$ cat config.mk
export PLATFORM = sky130hd
export DESIGN_NAME = tetris_input_conditioner
export DESIGN_NICKNAME = d
export VERILOG_FILES = /design/src/rtl/tetris_input_pkg.sv /design/src/rtl/input_button_fsm.sv /design/src/rtl/tetris_input_conditioner.sv
export SDC_FILE = /design/constraint.sdc
export NUM_CORES = 1
export LEC_CHECK = 0
export BUFFER_PORTS_ARGS = -buffer_cell sky130_fd_sc_hd__buf_2
export CAP_MARGIN = 15
export CORE_ASPECT_RATIO = 1.1
export CORE_MARGIN = 8
export CORE_UTILIZATION = 42
export CTS_CLUSTER_SIZE = 8
export DETAILED_ROUTE_END_ITERATION = 10
export PLACE_DENSITY = 0.57
export SETUP_SLACK_MARGIN = 0.5
export SLEW_MARGIN = 20
export SYNTH_ARGS = -nofsm -noshare
export SYNTH_HDL_FRONTEND = slang
export SYNTH_SLANG_ARGS = --single-unit
$ cat constraint.sdc
create_clock -name clock -period 3.5 [get_ports clock]
set_clock_uncertainty 0.05 [all_clocks]
set_input_delay 0.525 -clock clock [delete_from_list [all_inputs] [get_ports clock]]
set_output_delay 0.525 -clock clock [all_outputs]
set_load 0.05 [all_outputs]
$ cat src/rtl/tetris_input_pkg.sv
// -----------------------------------------------------------------------------
// tetris_input_pkg
// Shared definitions for the Tetris controller input conditioner:
//   - btn_state_t : per-button debounce / auto-repeat state encoding (3 bits)
//   - BTN_*       : bit positions of each button in the 4-bit button vectors
//   - is_repeatable() : which buttons auto-repeat while held
// No ports (package).
// -----------------------------------------------------------------------------
package tetris_input_pkg;

    typedef enum logic [2:0] {
        IDLE         = 3'd0,
        PRESS_WAIT   = 3'd1,
        HOLD_DELAY   = 3'd2,
        HOLD_REPEAT  = 3'd3,
        RELEASE_WAIT = 3'd4
    } btn_state_t;

    localparam int BTN_LEFT  = 0;
    localparam int BTN_RIGHT = 1;
    localparam int BTN_DOWN  = 2;
    localparam int BTN_ROT   = 3;
    localparam int NUM_BTNS  = BTN_ROT + 1;

    // Movement buttons auto-repeat; rotation fires once per accepted press.
    function automatic bit is_repeatable(input int idx);
        return (idx == BTN_LEFT) || (idx == BTN_RIGHT) || (idx == BTN_DOWN);
    endfunction

endpackage

$ cat src/rtl/input_button_fsm.sv
// -----------------------------------------------------------------------------
// input_button_fsm
// One button channel: 2-flop synchroniser, debounce FSM and auto-repeat timer.
//
// Configuration macro: AUTO_REPEAT_EN
//   defined   -> held movement buttons repeat after REPEAT_DELAY, then every
//                REPEAT_RATE cycles (only when REPEAT_ALLOWED = 1)
//   undefined -> HOLD_DELAY never times out, every button fires once per press
//
// Ports:
//   clock     in  system clock
//   reset_n   in  asynchronous active-low reset
//   i_btn_n   in  raw active-low button
//   o_held    out debounced level, 1 = pressed
//   o_fire    out one-cycle pulse on accepted press or repeat
// -----------------------------------------------------------------------------
module input_button_fsm
    import tetris_input_pkg::*;
#(
    parameter int DEBOUNCE_CYCLES = 500000,
    parameter int REPEAT_DELAY    = 10000000,
    parameter int REPEAT_RATE     = 2500000,
    parameter int CNT_W           = 24,
    parameter bit REPEAT_ALLOWED  = 1'b1
) (
    input  logic clock,
    input  logic reset_n,
    input  logic i_btn_n,
    output logic o_held,
    output logic o_fire
);

`ifdef AUTO_REPEAT_EN
    localparam bit AUTO_REPEAT = 1'b1;
`else
    localparam bit AUTO_REPEAT = 1'b0;
`endif

    localparam logic [CNT_W-1:0] DEB_LAST   = CNT_W'(DEBOUNCE_CYCLES - 1);
    localparam logic [CNT_W-1:0] DELAY_LAST = CNT_W'(REPEAT_DELAY - 1);
    localparam logic [CNT_W-1:0] RATE_LAST  = CNT_W'(REPEAT_RATE - 1);

    logic             r_sync1;
    logic             r_sync2;
    btn_state_t       r_state;
    logic [CNT_W-1:0] r_cnt;

    btn_state_t       w_state_next;
    logic [CNT_W-1:0] w_cnt_next;
    logic             w_fire;
    logic             w_pressed;

    // Synchroniser flops idle at 1 (released) so reset never looks like a press.
    always_ff @(posedge clock or negedge reset_n) begin
        if (!reset_n) begin
            r_sync1 <= 1'b1;
            r_sync2 <= 1'b1;
            r_state <= IDLE;
            r_cnt   <= '0;
        end else begin
            r_sync1 <= i_btn_n;
            r_sync2 <= r_sync1;
            r_state <= w_state_next;
            r_cnt   <= w_cnt_next;
        end
    end

    assign w_pressed = ~r_sync2;

    // Counter is zeroed on every transition and every fire, so it never wraps.
    always_comb begin
        w_state_next = r_state;
        w_cnt_next   = r_cnt;
        w_fire       = 1'b0;
        case (r_state)
            IDLE: begin
                if (w_pressed) begin
                    w_state_next = PRESS_WAIT;
                    w_cnt_next   = '0;
                end
            end
            PRESS_WAIT: begin
                if (!w_pressed) begin
                    w_state_next = IDLE;
                    w_cnt_next   = '0;
                end else if (r_cnt == DEB_LAST) begin
                    w_state_next = HOLD_DELAY;
                    w_cnt_next   = '0;
                    w_fire       = 1'b1;
                end else begin
                    w_cnt_next   = r_cnt + CNT_W'(1);
                end
            end
            HOLD_DELAY: begin
                if (!w_pressed) begin
                    w_state_next = RELEASE_WAIT;
                    w_cnt_next   = '0;
                end else if (AUTO_REPEAT) begin
                    if (r_cnt == DELAY_LAST) begin
                        w_state_next = HOLD_REPEAT;
                        w_cnt_next   = '0;
                        w_fire       = REPEAT_ALLOWED;
                    end else begin
                        w_cnt_next   = r_cnt + CNT_W'(1);
                    end
                end
            end
            HOLD_REPEAT: begin
                if (!w_pressed) begin
                    w_state_next = RELEASE_WAIT;
                    w_cnt_next   = '0;
                end else if (r_cnt == RATE_LAST) begin
                    w_cnt_next   = '0;
                    w_fire       = REPEAT_ALLOWED;
                end else begin
                    w_cnt_next   = r_cnt + CNT_W'(1);
                end
            end
            RELEASE_WAIT: begin
                // A re-press before release is confirmed restarts the repeat
                // delay without producing a new event.
                if (w_pressed) begin
                    w_state_next = HOLD_DELAY;
                    w_cnt_next   = '0;
                end else if (r_cnt == DEB_LAST) begin
                    w_state_next = IDLE;
                    w_cnt_next   = '0;
                end else begin
                    w_cnt_next   = r_cnt + CNT_W'(1);
                end
            end
            default: begin
                w_state_next = IDLE;
                w_cnt_next   = '0;
            end
        endcase
    end

    assign o_held = (r_state == HOLD_DELAY) || (r_state == HOLD_REPEAT) ||
                    (r_state == RELEASE_WAIT);
    assign o_fire = w_fire;

endmodule

$ cat src/rtl/tetris_input_conditioner.sv
// -----------------------------------------------------------------------------
// tetris_input_conditioner
// Conditions the four active-low push-buttons (left/right/down/rotate_cw) for
// the processor: per-button synchronise + debounce + auto-repeat, with sticky
// event and overrun flags held until the processor acknowledges them.
//
// Configuration macro: AUTO_REPEAT_EN (enables left/right/down auto-repeat;
// when undefined every button fires once per accepted press).
//
// Ports:
//   clock      in  1  system clock (processor domain)
//   reset_n    in  1  asynchronous active-low reset
//   i_btn_n    in  4  raw buttons, active low; [0]=left [1]=right [2]=down [3]=rot
//   i_ack      in  4  one-cycle pulse per bit, clears event/overrun
//   o_held     out 4  debounced levels (LEDs)
//   o_event    out 4  sticky press/repeat flags
//   o_overrun  out 4  sticky: an event fired while the previous one was pending
// -----------------------------------------------------------------------------
module tetris_input_conditioner
    import tetris_input_pkg::*;
#(
    parameter int DEBOUNCE_CYCLES = 500000,
    parameter int REPEAT_DELAY    = 10000000,
    parameter int REPEAT_RATE     = 2500000,
    parameter int CNT_W           = 24
) (
    input  logic                clock,
    input  logic                reset_n,
    input  logic [NUM_BTNS-1:0] i_btn_n,
    input  logic [NUM_BTNS-1:0] i_ack,
    output logic [NUM_BTNS-1:0] o_held,
    output logic [NUM_BTNS-1:0] o_event,
    output logic [NUM_BTNS-1:0] o_overrun
);

    logic [NUM_BTNS-1:0] w_fire;
    logic [NUM_BTNS-1:0] w_held;
    logic [NUM_BTNS-1:0] w_event_next;
    logic [NUM_BTNS-1:0] w_overrun_next;
    logic [NUM_BTNS-1:0] r_event;
    logic [NUM_BTNS-1:0] r_overrun;

    generate
        for (genvar gi = 0; gi < NUM_BTNS; gi++) begin : g_btn
            input_button_fsm #(
                .DEBOUNCE_CYCLES (DEBOUNCE_CYCLES),
                .REPEAT_DELAY    (REPEAT_DELAY),
                .REPEAT_RATE     (REPEAT_RATE),
                .CNT_W           (CNT_W),
                .REPEAT_ALLOWED  (is_repeatable(gi))
            ) u_btn (
                .clock   (clock),
                .reset_n (reset_n),
                .i_btn_n (i_btn_n[gi]),
                .o_held  (w_held[gi]),
                .o_fire  (w_fire[gi])
            );
        end
    endgenerate

    // A fire always wins over a same-cycle ack. Overrun only counts a fire
    // landing on a still-pending event that is not being acked this cycle.
    assign w_event_next   = w_fire | (r_event & ~i_ack);
    assign w_overrun_next = (w_fire & r_event & ~i_ack) | (r_overrun & ~i_ack);

    always_ff @(posedge clock or negedge reset_n) begin
        if (!reset_n) begin
            r_event   <= '0;
            r_overrun <= '0;
        end else begin
            r_event   <= w_event_next;
            r_overrun <= w_overrun_next;
        end
    end

    assign o_held    = w_held;
    assign o_event   = r_event;
    assign o_overrun = r_overrun;

endmodule

==> implementation parameters <==
Parameter                              Value

Pwr
  Switching part of the total ... 0.2215
  Fraction of power consumed by combinational cells ... 0.052
  Reg power frac ... 0.444
  Peak supply drop ... 0.3687 mV
  Pwr dens ... roughly 460 nW/µm²
  Clock share of power ... 0.505
  Leak ... a little over 3 nW
  Pint ... approximately 2.7 mW
  Sw Pwr ... around 0.76 mW

Critical path
  Path type of the worst setup path ... flip-flop to flip-flop
  Sort of element at the start of the critical path ... flip-flop
  Cells traversed along the worst timing path ... or4_4 > nor4_4 > o211ai_2 > a31oi_4 > and2_2 > o32ai_1
  Worst setup path endpoint ... g_btn[2].u_btn.r_cnt[2]
  Delay contributed by the slowest stage of the critical path ... 580 ps
  Path depth of the worst reg2reg path ... 6
  Critical path data arrival time ... ~2900 ps
  Setup crit end kind ... flip-flop
  Crit path required time ... approximately 3700 ps
  CP Launch Point ... g_btn[2].u_btn.r_cnt[20]
  FF-to-FF End ... g_btn[2].u_btn.r_cnt[2]
  Reg-to-reg slack, setup ... 810 ps
  Launch instance of the worst register-to-register path ... g_btn[2].u_btn.r_cnt[20]
  Crit path max fanout ... 16
  Critical path's slowest cell ... or4_4

Detailed routing
  Ratio of routed vias to standard cells ... roughly 5.5
  Remaining design rule violation count ... 0
  Detailed Route WL ... roughly 14000 µm
  Count of routing violations after the opening detailed-route iteration ... around 350
  Count of nets left with antenna violations after detail routing ... 0
  Routed wirelength normalized by instance count ... between 10 and 15 µm
  Vias ... between 5k and 6k
  Detailed Routing Iterations Pass 1 ... 4

Clocking
  Htree depth ... 4
  Clock root cell ... clkbuf_16
  Clock buffer count from CTS ... 17
  Post-CTS clock slew at the launch and capture registers of the worst setup and hold paths ... roughly 50 ps
  Number of sinks driven by the clock tree ... 124
  Clock tree buffer depth ... 2
  Clock Latency Late Sink ... 410 ps
  Number of post-CTS setup repair buffers ... 0
  CTS tree ... done
  Cts-stage hold buffer count ... 0

GRT
  Wire length of the first global-routing pass ... 24270 µm
  Largest net degree at the start of global routing ... between 70 and 80
  Number of antenna violations at the first check in global routing ... 0
  Remaining global-route overflow ... 0
  Via count of the first global-routing pass ... slightly above 5k
  GR Util All Layers ... 0.1469

Floorplanning
  Die footprint ... roughly 20000 µm²
  Floorplan Core Area ... around 16000 µm²
  Rows ... 48
  Number of top-level pins ... 22
  Horizontal die dimension ... roughly 140 µm
  Die outline height ... 147.7 µm
  Initial Utilization ... 0.4256

STA
  Crit share post-route ... 0.7672
  Min Hold Slack ... about 110 ps
  Unrepaired setup endpoints after global routing ... false
  Transition time at the pin with the least slew margin ... 747.2 ps
  Max frequency ... 372.4 MHz
  Fin Setup TNS ... 0 ps
  Setup Viol. Count Final ... 0
  Final hold viol count ... 0
  Clock period minus worst slack ... about 2700 ps
  Max Slew Vio Count ... 0
  Worst max-slew margin expressed relative to the limit ... 0.4980

Yosys
  Number of enable flip-flop cells after synthesis ... 0
  Post-synthesis instance area ... approximately 6600 µm²
  Post-synthesis register bit count ... roughly 120
  Fraction of the yosys area taken by sequential cells ... 0.4702
  Mean cell area of the mapped netlist ... 9.259 µm²
  Post-Syn Nets ... ~730
  Ys flop type ... dfrtp_1
  Number of warnings printed during yosys synthesis ... 0
  Post-synth ARST share ... 1.000
  Netlist cell types ... 72
  Post-Syn Instances ... around 720

Place
  Cell area after placement ... just under 7000 µm²
  Half-perimeter wire length after placement ... between 9000 and 10000 µm
  I/O Buffers ... 21
  Gpl congestion ... 0.8480

Finish
  Area Growth Syn to Fin ... 13.12%
  Commonest non-fill, non-tap cells in the layout ... dfrtp_1, nor2_1, nand2_1, nand3_1, xor2_1
  Layout net count ... about 750
  Proportion of layout cells with a drive suffix above 1 ... 0.1086
  Antenna diode instance count ... 0
  Fin area ... between 7000 and 8000 µm²
  Most common library cell in the layout ignoring fill and taps ... dfrtp_1

Job
  Max-capacitance violation count ... 0

Run status
  Run status ... complete, no violations

Min path
  Hold WC Path Type ... primary input to asynchronous set/reset pin
final cells by class:
type	instances	area (µm²)
Inverter	19	71.32
Fill cell	1446	8066
Clock inverter	6	82.58
Clock buffer	26	509.2
Tap cell	200	250.2
Multi-Input combinational cell	544	3297
Timing Repair Buffer	27	165.2
Sequential cell	124	3113
power by group through the flow:
stage | logic, mW | registers, mW | clock network [mW]
2_1_floorplan | 0.122 | 1.54 | 0
3_3_place_gp | 0.176 | 1.55 | 0
3_5_place_dp | 0.183 | 1.55 | 0
4_1_cts | 0.183 | 1.53 | 1.79
5_1_grt | 0.207 | 1.54 | 1.85
6_report | 0.179 | 1.53 | 1.74
kinds of logic after synthesis:
group / synth area share
AOI/OAI and AO/OA: 0.1155
and+or+nand+nor: 0.2875
adders and majority gates: 0.007560
xor gates and xnor gates: 0.07673
muxes: 0.01058
buffers and inverters: 0.03194
DFF: 0.4702
layer usage:
metal | GRT usage | routed length [µm] | vias up
li1 | - | - | 2597
met1 | 0.1840 | 6407 | 2574
met2 | 0.2422 | 6880 | 63
met3 | 0.02749 | 395 | 16
met4 | 0.06170 | 227 | 0
met5 | 0 | 0 | -
metrics by stage:
stage	worst slack, ps	utilization	total power, mW	std cells
floorplan	1257	-	1.663	715
CTS	599.3	0.4813	3.500	946
global placement	718.4	0.4433	1.728	914
global route	569.1	0.4814	3.592	946
finish	814.9	0.4814	3.450	946
detailed placement	605.0	0.4433	1.736	914
critical path: cells and delay by family, from the launching register on:
kind	cells	cell delay, ps
and+or+nand+nor	3	1310
DFF	1	440
AOI/OAI and AO/OA	3	760
state kept, by name, indices dropped and copies added, names as in the netlist:
| signal | flops |
|---|---|
| g_btn.u_btn.r_cnt | 96 |
| g_btn.u_btn.r_state | 12 |
| g_btn.u_btn.r_sync1 | 4 |
| g_btn.u_btn.r_sync2 | 4 |
| o_event | 4 |
| o_overrun | 4 |
worst min-delay path by stage:
stage                                      start                 endpoint  slack (ps)  depth (start not counted)
after floorplan                          reset_n  g_btn[0].u_btn.r_cnt[0]         180                          0
after global placement    g_btn[0].u_btn.r_sync1   g_btn[0].u_btn.r_sync2         300                          0
after detailed placement  g_btn[3].u_btn.r_sync1   g_btn[3].u_btn.r_sync2         300                          0
after CTS                                reset_n               o_event[1]         130                          1
after global routing                  i_btn_n[0]   g_btn[0].u_btn.r_sync1         140                          1
final                                    reset_n               o_event[1]         110                          1
what timing repair did:
action,in CTS,in global routing
gates resized for setup,0,1
endpoints found under the setup margin,0,11
endpoints found under the hold margin,0,0
synthesized netlist by cell type, types with 3 or more instances:
master | n | area (µm²)
clkbuf_1 | 17 | 63.81
a22o_1 | 3 | 26.28
inv_1 | 19 | 71.32
o211a_1 | 3 | 30.03
and2_1 | 13 | 81.33
buf_2 | 4 | 20.02
nand2b_1 | 8 | 50.05
and3_1 | 12 | 75.07
nor3b_1 | 3 | 22.52
nor2_1 | 94 | 352.8
nor4bb_1 | 3 | 30.03
a21oi_1 | 21 | 105.1
o21a_1 | 6 | 45.04
nand2_1 | 62 | 232.7
nor4_1 | 10 | 62.56
and4_1 | 10 | 87.58
o22ai_1 | 4 | 25.02
o211ai_1 | 3 | 22.52
buf_4 | 6 | 45.04
a31oi_1 | 5 | 31.28
nor3_1 | 35 | 175.2
ha_1 | 4 | 50.05
mux2i_1 | 7 | 70.07
xor2_1 | 40 | 350.3
xnor2_1 | 18 | 157.7
dfstp_2 | 8 | 210.2
or3_1 | 10 | 62.56
nand4_1 | 25 | 156.4
nand3_1 | 46 | 230.2
dfrtp_1 | 116 | 2903
o21ai_0 | 39 | 195.2
nor4b_1 | 7 | 61.31
Note: power is estimated with default switching activity, not from simulation.
